--- config.mk ---
export PLATFORM = sky130hd
export DESIGN_NAME = cache_store_load_unit
export DESIGN_NICKNAME = d
export VERILOG_FILES = /design/src/rtl/cache_store_load_unit.sv
export SDC_FILE = /design/constraint.sdc
export NUM_CORES = 1
export LEC_CHECK = 0
export CAP_MARGIN = 20
export CORE_AREA = 5 5 377 379
export CTS_CLUSTER_SIZE = 30
export DETAILED_ROUTE_END_ITERATION = 12
export DIE_AREA = 0 0 382 384
export PLACE_DENSITY = 0.41
export RECOVER_POWER = 50
export SYNTH_ARGS = -nofsm -noshare
export SYNTH_HDL_FRONTEND = slang
export SYNTH_SLANG_ARGS = --single-unit
--- constraint.sdc ---
create_clock -name clk_i -period 5.04 [get_ports clk_i]
set_input_delay 1.512 -clock clk_i [delete_from_list [all_inputs] [get_ports clk_i]]
set_output_delay 1.512 -clock clk_i [all_outputs]
set_load 0.02 [all_outputs]
--- src/rtl/cache_store_load_unit.sv ---
// Blocking set-associative cache controller: word loads and word/half/byte stores,
// dirty-victim write-back and line refill over a single-beat memory port.
//   state     | meaning
//   IDLE      | ready for a request
//   LOOKUP    | array read data valid; classify error, hit or miss
//   WRITEBACK | write dirty victim line to memory, one word per beat
//   REFILL    | read requested line into the line buffer
//   UPDATE    | write merged line/tag to the array, touch LRU
//   RESP      | one-cycle response
module cache_store_load_unit #(
  parameter int N        = 4,
  parameter int TAG_W    = 18,
  parameter int INDEX_W  = 10,
  parameter int OFFSET_W = 4,
  parameter int DATA_W   = 32,
  localparam int WPL     = 2 ** (OFFSET_W - 2),
  localparam int WAY_W   = (N > 1) ? $clog2(N) : 1,
  localparam int TE_W    = TAG_W + 2,
  localparam int LINE_W  = WPL * DATA_W
) (
  input  logic                  clk_i,
  input  logic                  rst_i,
  input  logic                  req_valid_i,
  output logic                  req_ready_o,
  input  logic [4:0]            opcode_i,
  input  logic [2:0]            func3_i,
  input  logic [DATA_W-1:0]     address_i,
  input  logic [DATA_W-1:0]     data_i,
  output logic                  resp_valid_o,
  output logic [DATA_W-1:0]     resp_data_o,
  output logic                  resp_err_o,
  output logic [INDEX_W-1:0]    arr_index_o,
  input  logic [N*TE_W-1:0]     arr_tag_i,
  input  logic [N*LINE_W-1:0]   arr_data_i,
  output logic                  arr_we_o,
  output logic [WAY_W-1:0]      arr_way_o,
  output logic [TE_W-1:0]       arr_tag_o,
  output logic [LINE_W-1:0]     arr_data_o,
  input  logic [WAY_W-1:0]      victim_way_i,
  output logic                  lru_touch_o,
  output logic                  mem_valid_o,
  output logic                  mem_we_o,
  output logic [DATA_W-1:0]     mem_addr_o,
  output logic [DATA_W-1:0]     mem_wdata_o,
  input  logic                  mem_ack_i,
  input  logic [DATA_W-1:0]     mem_rdata_i
);

  localparam int BT_W = OFFSET_W - 2;

  localparam logic [2:0] S_IDLE      = 3'd0;
  localparam logic [2:0] S_LOOKUP    = 3'd1;
  localparam logic [2:0] S_WRITEBACK = 3'd2;
  localparam logic [2:0] S_REFILL    = 3'd3;
  localparam logic [2:0] S_UPDATE    = 3'd4;
  localparam logic [2:0] S_RESP      = 3'd5;

  localparam logic [4:0] OP_LOAD  = 5'd11;
  localparam logic [4:0] OP_STORE = 5'd12;
  localparam logic [2:0] F3_WORD  = 3'b010;
  localparam logic [2:0] F3_HALF  = 3'b011;
  localparam logic [2:0] F3_BYTE  = 3'b100;

  logic [2:0]        state_q, state_d;
  logic [4:0]        opcode_q, opcode_d;
  logic [2:0]        func3_q, func3_d;
  logic [DATA_W-1:0] addr_q, addr_d;
  logic [DATA_W-1:0] data_q, data_d;
  logic [LINE_W-1:0] line_q, line_d;
  logic [TAG_W-1:0]  vtag_q, vtag_d;
  logic [WAY_W-1:0]  way_q, way_d;
  logic              miss_q, miss_d;
  logic              err_q, err_d;
  logic [BT_W-1:0]   beat_q, beat_d;
  logic [DATA_W-1:0] resp_data_q, resp_data_d;

  logic [TAG_W-1:0]   req_tag;
  logic [INDEX_W-1:0] req_index;
  logic [BT_W-1:0]    word_sel;
  logic               is_store;
  logic               lookup_err;
  logic               hit;
  logic [WAY_W-1:0]   hit_way;
  logic [TE_W-1:0]    victim_te;
  logic [LINE_W-1:0]  victim_line, hit_line, line_merged;
  logic [DATA_W-1:0]  old_word, new_word;
  logic               last_beat;

  assign req_tag   = addr_q[DATA_W-1 -: TAG_W];
  assign req_index = addr_q[OFFSET_W +: INDEX_W];
  assign word_sel  = addr_q[OFFSET_W-1:2];
  assign is_store  = (opcode_q == OP_STORE);
  assign last_beat = (beat_q == BT_W'(WPL - 1));

  assign victim_te   = arr_tag_i[int'(victim_way_i)*TE_W +: TE_W];
  assign victim_line = arr_data_i[int'(victim_way_i)*LINE_W +: LINE_W];
  assign hit_line    = arr_data_i[int'(hit_way)*LINE_W +: LINE_W];

  // Descending scan so the lowest matching way wins.
  always_comb begin
    hit     = 1'b0;
    hit_way = '0;
    for (int j = N - 1; j >= 0; j--) begin
      if (arr_tag_i[j*TE_W + TAG_W] && (arr_tag_i[j*TE_W +: TAG_W] == req_tag)) begin
        hit     = 1'b1;
        hit_way = WAY_W'(j);
      end
    end
  end

  always_comb begin
    lookup_err = 1'b0;
    if ((opcode_q != OP_LOAD) && (opcode_q != OP_STORE)) begin
      lookup_err = 1'b1;
    end else if (is_store) begin
      if ((func3_q != F3_WORD) && (func3_q != F3_HALF) && (func3_q != F3_BYTE)) begin
        lookup_err = 1'b1;
      end else if ((func3_q == F3_HALF) && addr_q[0]) begin
        lookup_err = 1'b1;
      end
    end
  end

  always_comb begin
    old_word = line_q[int'(word_sel)*DATA_W +: DATA_W];
    new_word = old_word;
    if (is_store) begin
      case (func3_q)
        F3_WORD: new_word = data_q;
        F3_HALF: new_word[16*int'(addr_q[1]) +: 16] = data_q[15:0];
        F3_BYTE: new_word[8*int'(addr_q[1:0]) +: 8] = data_q[7:0];
        default: new_word = old_word;
      endcase
    end
    line_merged = line_q;
    line_merged[int'(word_sel)*DATA_W +: DATA_W] = new_word;
  end

  always_comb begin
    state_d     = state_q;
    opcode_d    = opcode_q;
    func3_d     = func3_q;
    addr_d      = addr_q;
    data_d      = data_q;
    line_d      = line_q;
    vtag_d      = vtag_q;
    way_d       = way_q;
    miss_d      = miss_q;
    err_d       = err_q;
    beat_d      = beat_q;
    resp_data_d = resp_data_q;
    case (state_q)
      S_IDLE: begin
        if (req_valid_i) begin
          opcode_d = opcode_i;
          func3_d  = func3_i;
          addr_d   = address_i;
          data_d   = data_i;
          err_d    = 1'b0;
          miss_d   = 1'b0;
          state_d  = S_LOOKUP;
        end
      end
      S_LOOKUP: begin
        beat_d = '0;
        if (lookup_err) begin
          err_d       = 1'b1;
          resp_data_d = '0;
          state_d     = S_RESP;
        end else if (hit) begin
          way_d   = hit_way;
          line_d  = hit_line;
          state_d = S_UPDATE;
        end else begin
          // The victim line is latched so write-back words stay stable across beats.
          miss_d  = 1'b1;
          way_d   = victim_way_i;
          line_d  = victim_line;
          vtag_d  = victim_te[TAG_W-1:0];
          state_d = (victim_te[TAG_W+1] && victim_te[TAG_W]) ? S_WRITEBACK : S_REFILL;
        end
      end
      S_WRITEBACK: begin
        if (mem_ack_i) begin
          beat_d = last_beat ? '0 : beat_q + 1'b1;
          if (last_beat) state_d = S_REFILL;
        end
      end
      S_REFILL: begin
        if (mem_ack_i) begin
          line_d[int'(beat_q)*DATA_W +: DATA_W] = mem_rdata_i;
          beat_d = last_beat ? '0 : beat_q + 1'b1;
          if (last_beat) state_d = S_UPDATE;
        end
      end
      S_UPDATE: begin
        resp_data_d = new_word;
        state_d     = S_RESP;
      end
      S_RESP:  state_d = S_IDLE;
      default: state_d = S_IDLE;
    endcase
  end

  always_ff @(posedge clk_i) begin
    if (rst_i) begin
      state_q     <= S_IDLE;
      opcode_q    <= '0;
      func3_q     <= '0;
      addr_q      <= '0;
      data_q      <= '0;
      line_q      <= '0;
      vtag_q      <= '0;
      way_q       <= '0;
      miss_q      <= 1'b0;
      err_q       <= 1'b0;
      beat_q      <= '0;
      resp_data_q <= '0;
    end else begin
      state_q     <= state_d;
      opcode_q    <= opcode_d;
      func3_q     <= func3_d;
      addr_q      <= addr_d;
      data_q      <= data_d;
      line_q      <= line_d;
      vtag_q      <= vtag_d;
      way_q       <= way_d;
      miss_q      <= miss_d;
      err_q       <= err_d;
      beat_q      <= beat_d;
      resp_data_q <= resp_data_d;
    end
  end

  logic upd, in_wb, in_rf;
  assign upd   = (state_q == S_UPDATE);
  assign in_wb = (state_q == S_WRITEBACK);
  assign in_rf = (state_q == S_REFILL);

  assign req_ready_o  = (state_q == S_IDLE);
  assign resp_valid_o = (state_q == S_RESP);
  assign resp_data_o  = resp_valid_o ? resp_data_q : '0;
  assign resp_err_o   = resp_valid_o & err_q;
  assign arr_index_o  = req_index;
  assign arr_we_o     = upd & (is_store | miss_q);
  assign arr_way_o    = upd ? way_q : '0;
  assign arr_tag_o    = upd ? {is_store, 1'b1, req_tag} : '0;
  assign arr_data_o   = upd ? line_merged : '0;
  assign lru_touch_o  = upd;
  assign mem_valid_o  = in_wb | in_rf;
  assign mem_we_o     = in_wb;
  assign mem_addr_o   = in_wb ? {vtag_q, req_index, beat_q, 2'b00} :
                        in_rf ? {req_tag, req_index, beat_q, 2'b00} : '0;
  assign mem_wdata_o  = in_wb ? line_q[int'(beat_q)*DATA_W +: DATA_W] : '0;

endmodule

==> flow_summary.yaml, run 1 <==
worst_hold_path:
  holdPathStages: 2
  holdCritPathClass: "reg -> reg"
  hold_path_end: "miss_q$_SDFFE_PP0P_"
  hp-start: "miss_q$_SDFFE_PP0P_"
route:
  wl_per_cell_um: 34.2
  drc: 0
  viasPerCell: 4.90
  vias: 26900
  drt_iter0_drc: 2532
  routed_wl_um: 187000
  drtPass1Iterations: 8
  ant_nets: 0
synthesis:
  synthSimpleGateAreaFrac: 0.205
  synth_ff_type: "dfxtp_1"
  synthMuxAreaShare: 0.184
  syn_area_um2: 21600
  synth_compound_area_frac: 0.261
  synth_seq_area_share: 0.240
  ys_types: 66
  synth_xor_area_frac: 0.0292
  synth_edf_count: 0
  syn_area_per_cell_um2: 8.12
  syn_inst: 2661
  synth_top_family_by_area: "compound AO/OA/AOI/OAI gates"
  synth_warnings: 0
  async_flop_share: 0
  synthAdderAreaFrac: 0.00811
  synth-seq-cells: 259
timing:
  slew_headroom: -1.32
  finalSetupViolCount: 1
  grt_setup_unrepaired: "yes"
  hold_slack_ns: 0.453
  fin_skew_ns: 0.0561
  fmax_ghz: 0.198
  tns_ns: -0.0115
  setup_ws_ns: -0.0115
  fin_crit_ns: 5.05
  finalHoldViolCount: 0
  drv_slew: 75
  tightest_slew_ns: 3.47
  fin_crit_sh: 1.00
clock_network:
  cts_max_level: 2
  clk_pin_slew_ns: 0.06
  clkLatencyLatePin_ns: 0.62
  cts_buffers: 39
  cts_tree: "built"
  root_buffer: "clkbuf_16"
  clkSinkCount: 259
  cts_buffer_depth: 3
layout:
  design_area_um2: 36300
  fillers: 15100
  nets: 4328
  layout_common_cells: "758 x clkdlybuf4s50_1, 278 x nand2_1, 258 x buf_4"
  final_common_cell: "clkdlybuf4s50_1"
  fin_cells: 5482
  area_growth_pct: 68.1
  drive_gt1_frac: 0.174
flow_run:
  cap_viol_max_count: 1
die:
  dieArea_um2: 147000
  design.core.area_um2: 139000
  pin_count: 965
  die_y_um: 384
  initial_core_util: 0.156
  die_w_um: 382
  core.rowCount: 137
global_routing:
  grt_overflow: 0
  grt_antenna_before_repair: 74
  grt.total_usage: 0.242
  grt_max_degree: 143
  grt_pass1_vias: 26700
  grt_pass1_wl_um: 244000
critical_path:
  r2r-start: "addr_q[16]$_SDFFE_PP0P_"
  r2r_cells: 10
  crit_arrival_ns: 3.54
  crit_path_end_kind: "output port"
  regToRegEndpoint: "line_q[122]$_SDFFE_PP0P_"
  required_ns: 3.53
  worstSetupPathType: "reg -> out"
  start_kind: "register"
  critPathMaxFanout: 27
  reg2reg_setup_slack_ns: 0.61
power_and_ir_drop:
  p_leak_nw: 13.3
  power_w: 0.0147
  power_density_nw_per_um2: 405
  ir_drop_uv: 310
place:
  gp_congestion: 0.926
  dp_hpwl_um: 156000
  place_area_um2: 34700
  dpl.cell_count: 5377
  numPortBuffers: 962
run_status:
  status: "complete, but fails checks"
  violations: "capacitance limit, slew limit, setup timing"
==> worst max-delay path: stages, from the launching register on <==
cell and delay [ns]:
dfxtp_1 0.32, buf_4 0.17, nor3b_4 0.26, o2111ai_2 0.20, buf_8 0.25, nor2_1 0.16
o21a_1 0.22, buf_4 0.23, o21ai_2 0.15, a22oi_1 0.34, nor2_1 0.09, clkdlybuf4s50_1 0.55
==> kinds of logic after synthesis <==
family | after synthesis
adders and majority gates | 14
buffers and inverters | 336
DFF | 259
other | 1
and+or+nand+nor | 925
AOI/OAI and AO/OA | 776
xor gates and xnor gates | 72
muxes | 278
==> Yosys cell counts, types with 6 or more instances <==
cell type / instances / area share
inv_1: 40 / 0.0070
nor2b_1: 99 / 0.029
a22oi_1: 104 / 0.036
a211oi_1: 161 / 0.056
dfxtp_1: 259 / 0.24
nand2b_1: 35 / 0.010
nor3_1: 9 / 0.0021
nor2_1: 259 / 0.045
a2111oi_0: 32 / 0.013
o22ai_1: 16 / 0.0046
and2_1: 46 / 0.013
nand4_1: 21 / 0.0061
mux4_2: 82 / 0.086
and4_1: 6 / 0.0024
or4_1: 6 / 0.0021
clkbuf_1: 187 / 0.033
mux2_2: 63 / 0.033
a21oi_1: 101 / 0.023
a22o_1: 59 / 0.024
ha_1: 14 / 0.0081
buf_4: 23 / 0.0080
a222oi_1: 8 / 0.0037
buf_2: 44 / 0.010
mux2_1: 65 / 0.034
buf_6: 23 / 0.012
mux2i_1: 68 / 0.032
o21bai_1: 32 / 0.011
buf_1: 17 / 0.0030
xnor2_1: 38 / 0.015
a31oi_1: 34 / 0.0098
nand2_1: 282 / 0.049
nor4_1: 10 / 0.0029
and3_1: 89 / 0.026
o21ai_0: 85 / 0.020
a2bb2oi_1: 32 / 0.013
a221oi_1: 96 / 0.039
xor2_1: 34 / 0.014
nand3_1: 48 / 0.011
==> stage by stage <==
stage	worst slack, ns	utilization
2_1_floorplan	0.279	-
3_3_place_gp	-0.0923	0.251
3_5_place_dp	-0.111	0.251
4_1_cts	-0.00889	0.261
5_1_grt	-0.0876	0.262
6_report	-0.0115	0.262
==> report_power, final <==
part / leakage (nW) / switching (W) / internal, W
clock network: 0.659 / 0.00127 / 0.00181
registers: 2.12 / 0.000852 / 0.00266
logic: 10.5 / 0.00508 / 0.00304
total: 13.3 / 0.00720 / 0.00751
==> sequential cells by signal, indices dropped and copies added (netlist names) <==
name	cells
line_q	128
addr_q	32
data_q	32
resp_data_q	32
vtag_q	18
opcode_q	5
func3_q	3
state_q	3
beat_q	2
way_q	2
err_q	1
miss_q	1
==> worst max path at each step <==
stage                                        from                 endpoint  slack (ns)  depth (start not counted)
final                     func3_q[0]$_SDFFE_PP0P_           arr_data_o[67]       -0.01                         11
after global routing      func3_q[1]$_SDFFE_PP0P_           arr_data_o[32]       -0.09                         10
after CTS                 func3_q[0]$_SDFFE_PP0P_           arr_data_o[35]      -0.009                         11
after detailed placement             arr_tag_i[4]  line_q[32]$_SDFFE_PP0P_       -0.11                         11
after global placement               arr_tag_i[4]  line_q[32]$_SDFFE_PP0P_       -0.09                         11
after floorplan            addr_q[3]$_SDFFE_PP0P_          arr_data_o[100]        0.28                         10
==> cell type report <==
type | instances | area (µm²) | area share
Multi-Input combinational cell | 2067 | 15100 | 0.415
Sequential cell | 259 | 5200 | 0.143
Clock buffer | 55 | 1160 | 0.0319
Tap cell | 1807 | 2260 | 0.0623
Timing Repair Buffer | 1203 | 12200 | 0.335
Inverter | 42 | 158 | 0.00434
Clock inverter | 15 | 200 | 0.00552
Antenna cell | 34 | 85.1 | 0.00234
==> what timing repair did <==
item	4_1_cts	5_1_grt
endpoints found under the setup margin	78	42
hold buffers	0	0
gates resized for setup	71	22
buffers inserted	0	1
pin swaps	7	3
==> metal layers <==
| layer | vias to the layer above | routed length, µm | track usage |
|---|---|---|---|
| met4 | 46 | 4870 | 0.0668 |
| met3 | 237 | 18000 | 0.0813 |
| met5 | - | 308 | 0 |
| met1 | 13400 | 82800 | 0.328 |
| li1 | 11900 | - | - |
| met2 | 1292 | 81300 | 0.365 |
No activity file was read; power rests on OpenSTA's default activity.
==> run 2, diff against run 1 <==
--- a/config.mk
+++ b/config.mk
@@ -10,6 +10,7 @@
 export CTS_CLUSTER_SIZE = 30
 export DETAILED_ROUTE_END_ITERATION = 12
 export DIE_AREA = 0 0 382 384
+export GPL_TIMING_DRIVEN = 0
 export PLACE_DENSITY = 0.41
 export RECOVER_POWER = 50
 export SYNTH_ARGS = -nofsm -noshare
==> run 2 against run 1 <==
Effect of this change:
- the run ends with setup timing left
- flip-flop and latch count did not move
- clock skew fell by 0.015 ns
- register-to-register slack barely moved
- setup slack got worse by 0.072 ns
- power fell by 1.1%
- cell count rose by 1.1%
- global-route usage rose by 1.7 points
- non-clock buffer count rose by 59
- critical path depth did not move
- wire length rose by 6.6%
- sequential power rose by 11%
- critical path type is now in -> reg
==> flow_summary.yaml, run 2 (synthesis gave the netlist of run 1 again) <==
die:
  design.core.area_um2: 139000
  initial_core_util: 0.156
  die_y_um: 384
  pin_count: 965
  die_w_um: 382
  dieArea_um2: 147000
  core.rowCount: 137
place:
  numPortBuffers: 961
  dp_slack_ns: -1.90
  dp_hpwl_um: 174000
  place_area_um2: 33600
  gp_congestion: 0.950
clock_network:
  clkSinkCount: 259
  clkLatencyLatePin_ns: 0.62
  root_buffer: "clkbuf_16"
  cts_max_level: 2
  cts_tree: "built"
  cts_buffers: 40
  clk_pin_slew_ns: 0.06
  cts_buffer_depth: 3
  cts_hold_buf: 0
layout:
  nets: 4388
  layout_common_cells: "804 x clkdlybuf4s50_1, 281 x nand2_1, 255 x dfxtp_1"
  fin_util: 0.257
  final_common_cell: "clkdlybuf4s50_1"
  area_growth_pct: 64.7
  top_register: "line_q"
  drive_gt1_frac: 0.143
  register_area_um2: 5190
  largest_register_ff_count: 128
  multi_input_area_um2: 15300
  design_area_um2: 35600
  fillers: 15300
critical_path:
  critPathMaxFanout: 10
  required_ns: 5.49
  cpMaxStageDelayCell: "a221oi_2"
  crit_path_end_kind: "register"
  start_kind: "primary input"
  crit_start: "arr_tag_i[75]"
  r2r_cells: 11
  endpoint: "line_q[63]$_SDFFE_PP0P_"
  max_stage_delay_ns: 0.72
  cp_top_family: "compound AO/OA/AOI/OAI gates"
  crit_buf_inv: 3
  path_cells: "clkdlybuf4s50_1, xnor2_1, nand4_1, nor4_2, a21oi_1, o21bai_4, a21oi_1, buf_2, clkbuf_1, a221oi_2, a211oi_1"
  crit_arrival_ns: 5.57
  crit_top_cell: "a21oi_1"
  regToRegEndpoint: "line_q[35]$_SDFFE_PP0P_"
  r2r-start: "beat_q[1]$_SDFFE_PP0P_"
  worstSetupPathType: "in -> reg"
  reg2reg_setup_slack_ns: 0.61
  cp_num_cells: 11
worst_hold_path:
  holdPathStages: 2
  holdCritPathClass: "reg -> reg"
route:
  viasPerCell: 4.97
  wl_per_cell_um: 36.0
  drc: 0
  routed_wl_um: 200000
  ant_nets: 0
  vias: 27500
  drt_iter0_drc: 2345
  drtPass1Iterations: 9
timing:
  slew_headroom: 0.281
  drv_slew: 0
  setup_ws_ns: -0.0836
  finalSetupViolCount: 3
  fmax_ghz: 0.195
  fin_crit_sh: 1.02
  fin_crit_ns: 5.12
  grt_setup_unrepaired: "yes"
  tns_ns: -0.149
  tightest_slew_ns: 1.08
  finalHoldViolCount: 0
  fin_skew_ns: 0.0414
global_routing:
  grt_pass1_wl_um: 258000
  grt_antenna_before_repair: 75
  grt_overflow: 0
  grt_max_degree: 18
  grt_pass1_vias: 27500
  grt.total_usage: 0.259
run_status:
  status: "complete, but fails checks"
  violations: "setup timing"
power_and_ir_drop:
  p_leak_nw: 12.7
  power_density_nw_per_um2: 409
  ir_drop_uv: 230
flow_run:
  cap_viol_max_count: 0
-- run 2: how the worst min path moves through the flow --
stage,from,end,slack (ns)
6_report,err_q$_SDFFE_PP0P_,err_q$_SDFFE_PP0P_,0.45
5_1_grt,opcode_q[3]$_SDFFE_PP0P_,opcode_q[3]$_SDFFE_PP0P_,0.49
4_1_cts,opcode_q[4]$_SDFFE_PP0P_,opcode_q[4]$_SDFFE_PP0P_,0.46
3_5_place_dp,err_q$_SDFFE_PP0P_,err_q$_SDFFE_PP0P_,0.45
3_3_place_gp,err_q$_SDFFE_PP0P_,err_q$_SDFFE_PP0P_,0.44
2_1_floorplan,err_q$_SDFFE_PP0P_,err_q$_SDFFE_PP0P_,0.43
-- run 2: cell type report --
cell class,instances,area share
clock inverters,21,0.0106
diodes,34,0.00239
clock buffers,52,0.0317
flip-flops and latches,259,0.146
plain buffers,280,0.0424
inverters,42,0.00454
repair buffers,982,0.269
well taps,1807,0.0636
multi-input cells,2067,0.430
-- run 2: tightest hold or removal path, stage by stage, from the launching register on --
cell and delay (ns):
dfxtp_1 0.30, nand2_1 0.05, a21oi_1 0.05
-- run 2: routing by layer --
layer | vias to the layer above | GRT usage | routed length (µm)
met2 | 1465 | 0.435 | 93500
met3 | 252 | 0.0666 | 16400
li1 | 12000 | - | -
met5 | - | 0 | 279
met1 | 13800 | 0.334 | 84800
met4 | 40 | 0.0550 | 4610
-- run 2: timing repair --
| action | 4_1_cts | 5_1_grt |
|---|---|---|
| pin swaps | 18 | 3 |
| buffers inserted | 12 | 0 |
| gates resized for setup | 472 | 88 |
| setup endpoints to repair | 388 | 105 |
| endpoints found under the hold margin | 0 | 0 |
-- run 2: per-stage QoR --
step,hold slack [ns],cells,total power (W)
CTS,0.456,5510,0.0145
floorplan,0.432,2662,0.00700
detailed placement,0.447,5438,0.0109
finish,0.453,5544,0.0145
global route,0.485,5520,0.0152
global placement,0.439,5430,0.0109
-- run 2: where the power goes --
group | total [W] | internal (W) | switching [W] | leakage, nW
sequential | 0.00388 | 0.00266 | 0.00122 | 2.12
combinational | 0.00730 | 0.00272 | 0.00458 | 9.83
clock | 0.00337 | 0.00209 | 0.00128 | 0.736
total | 0.0145 | 0.00746 | 0.00708 | 12.7
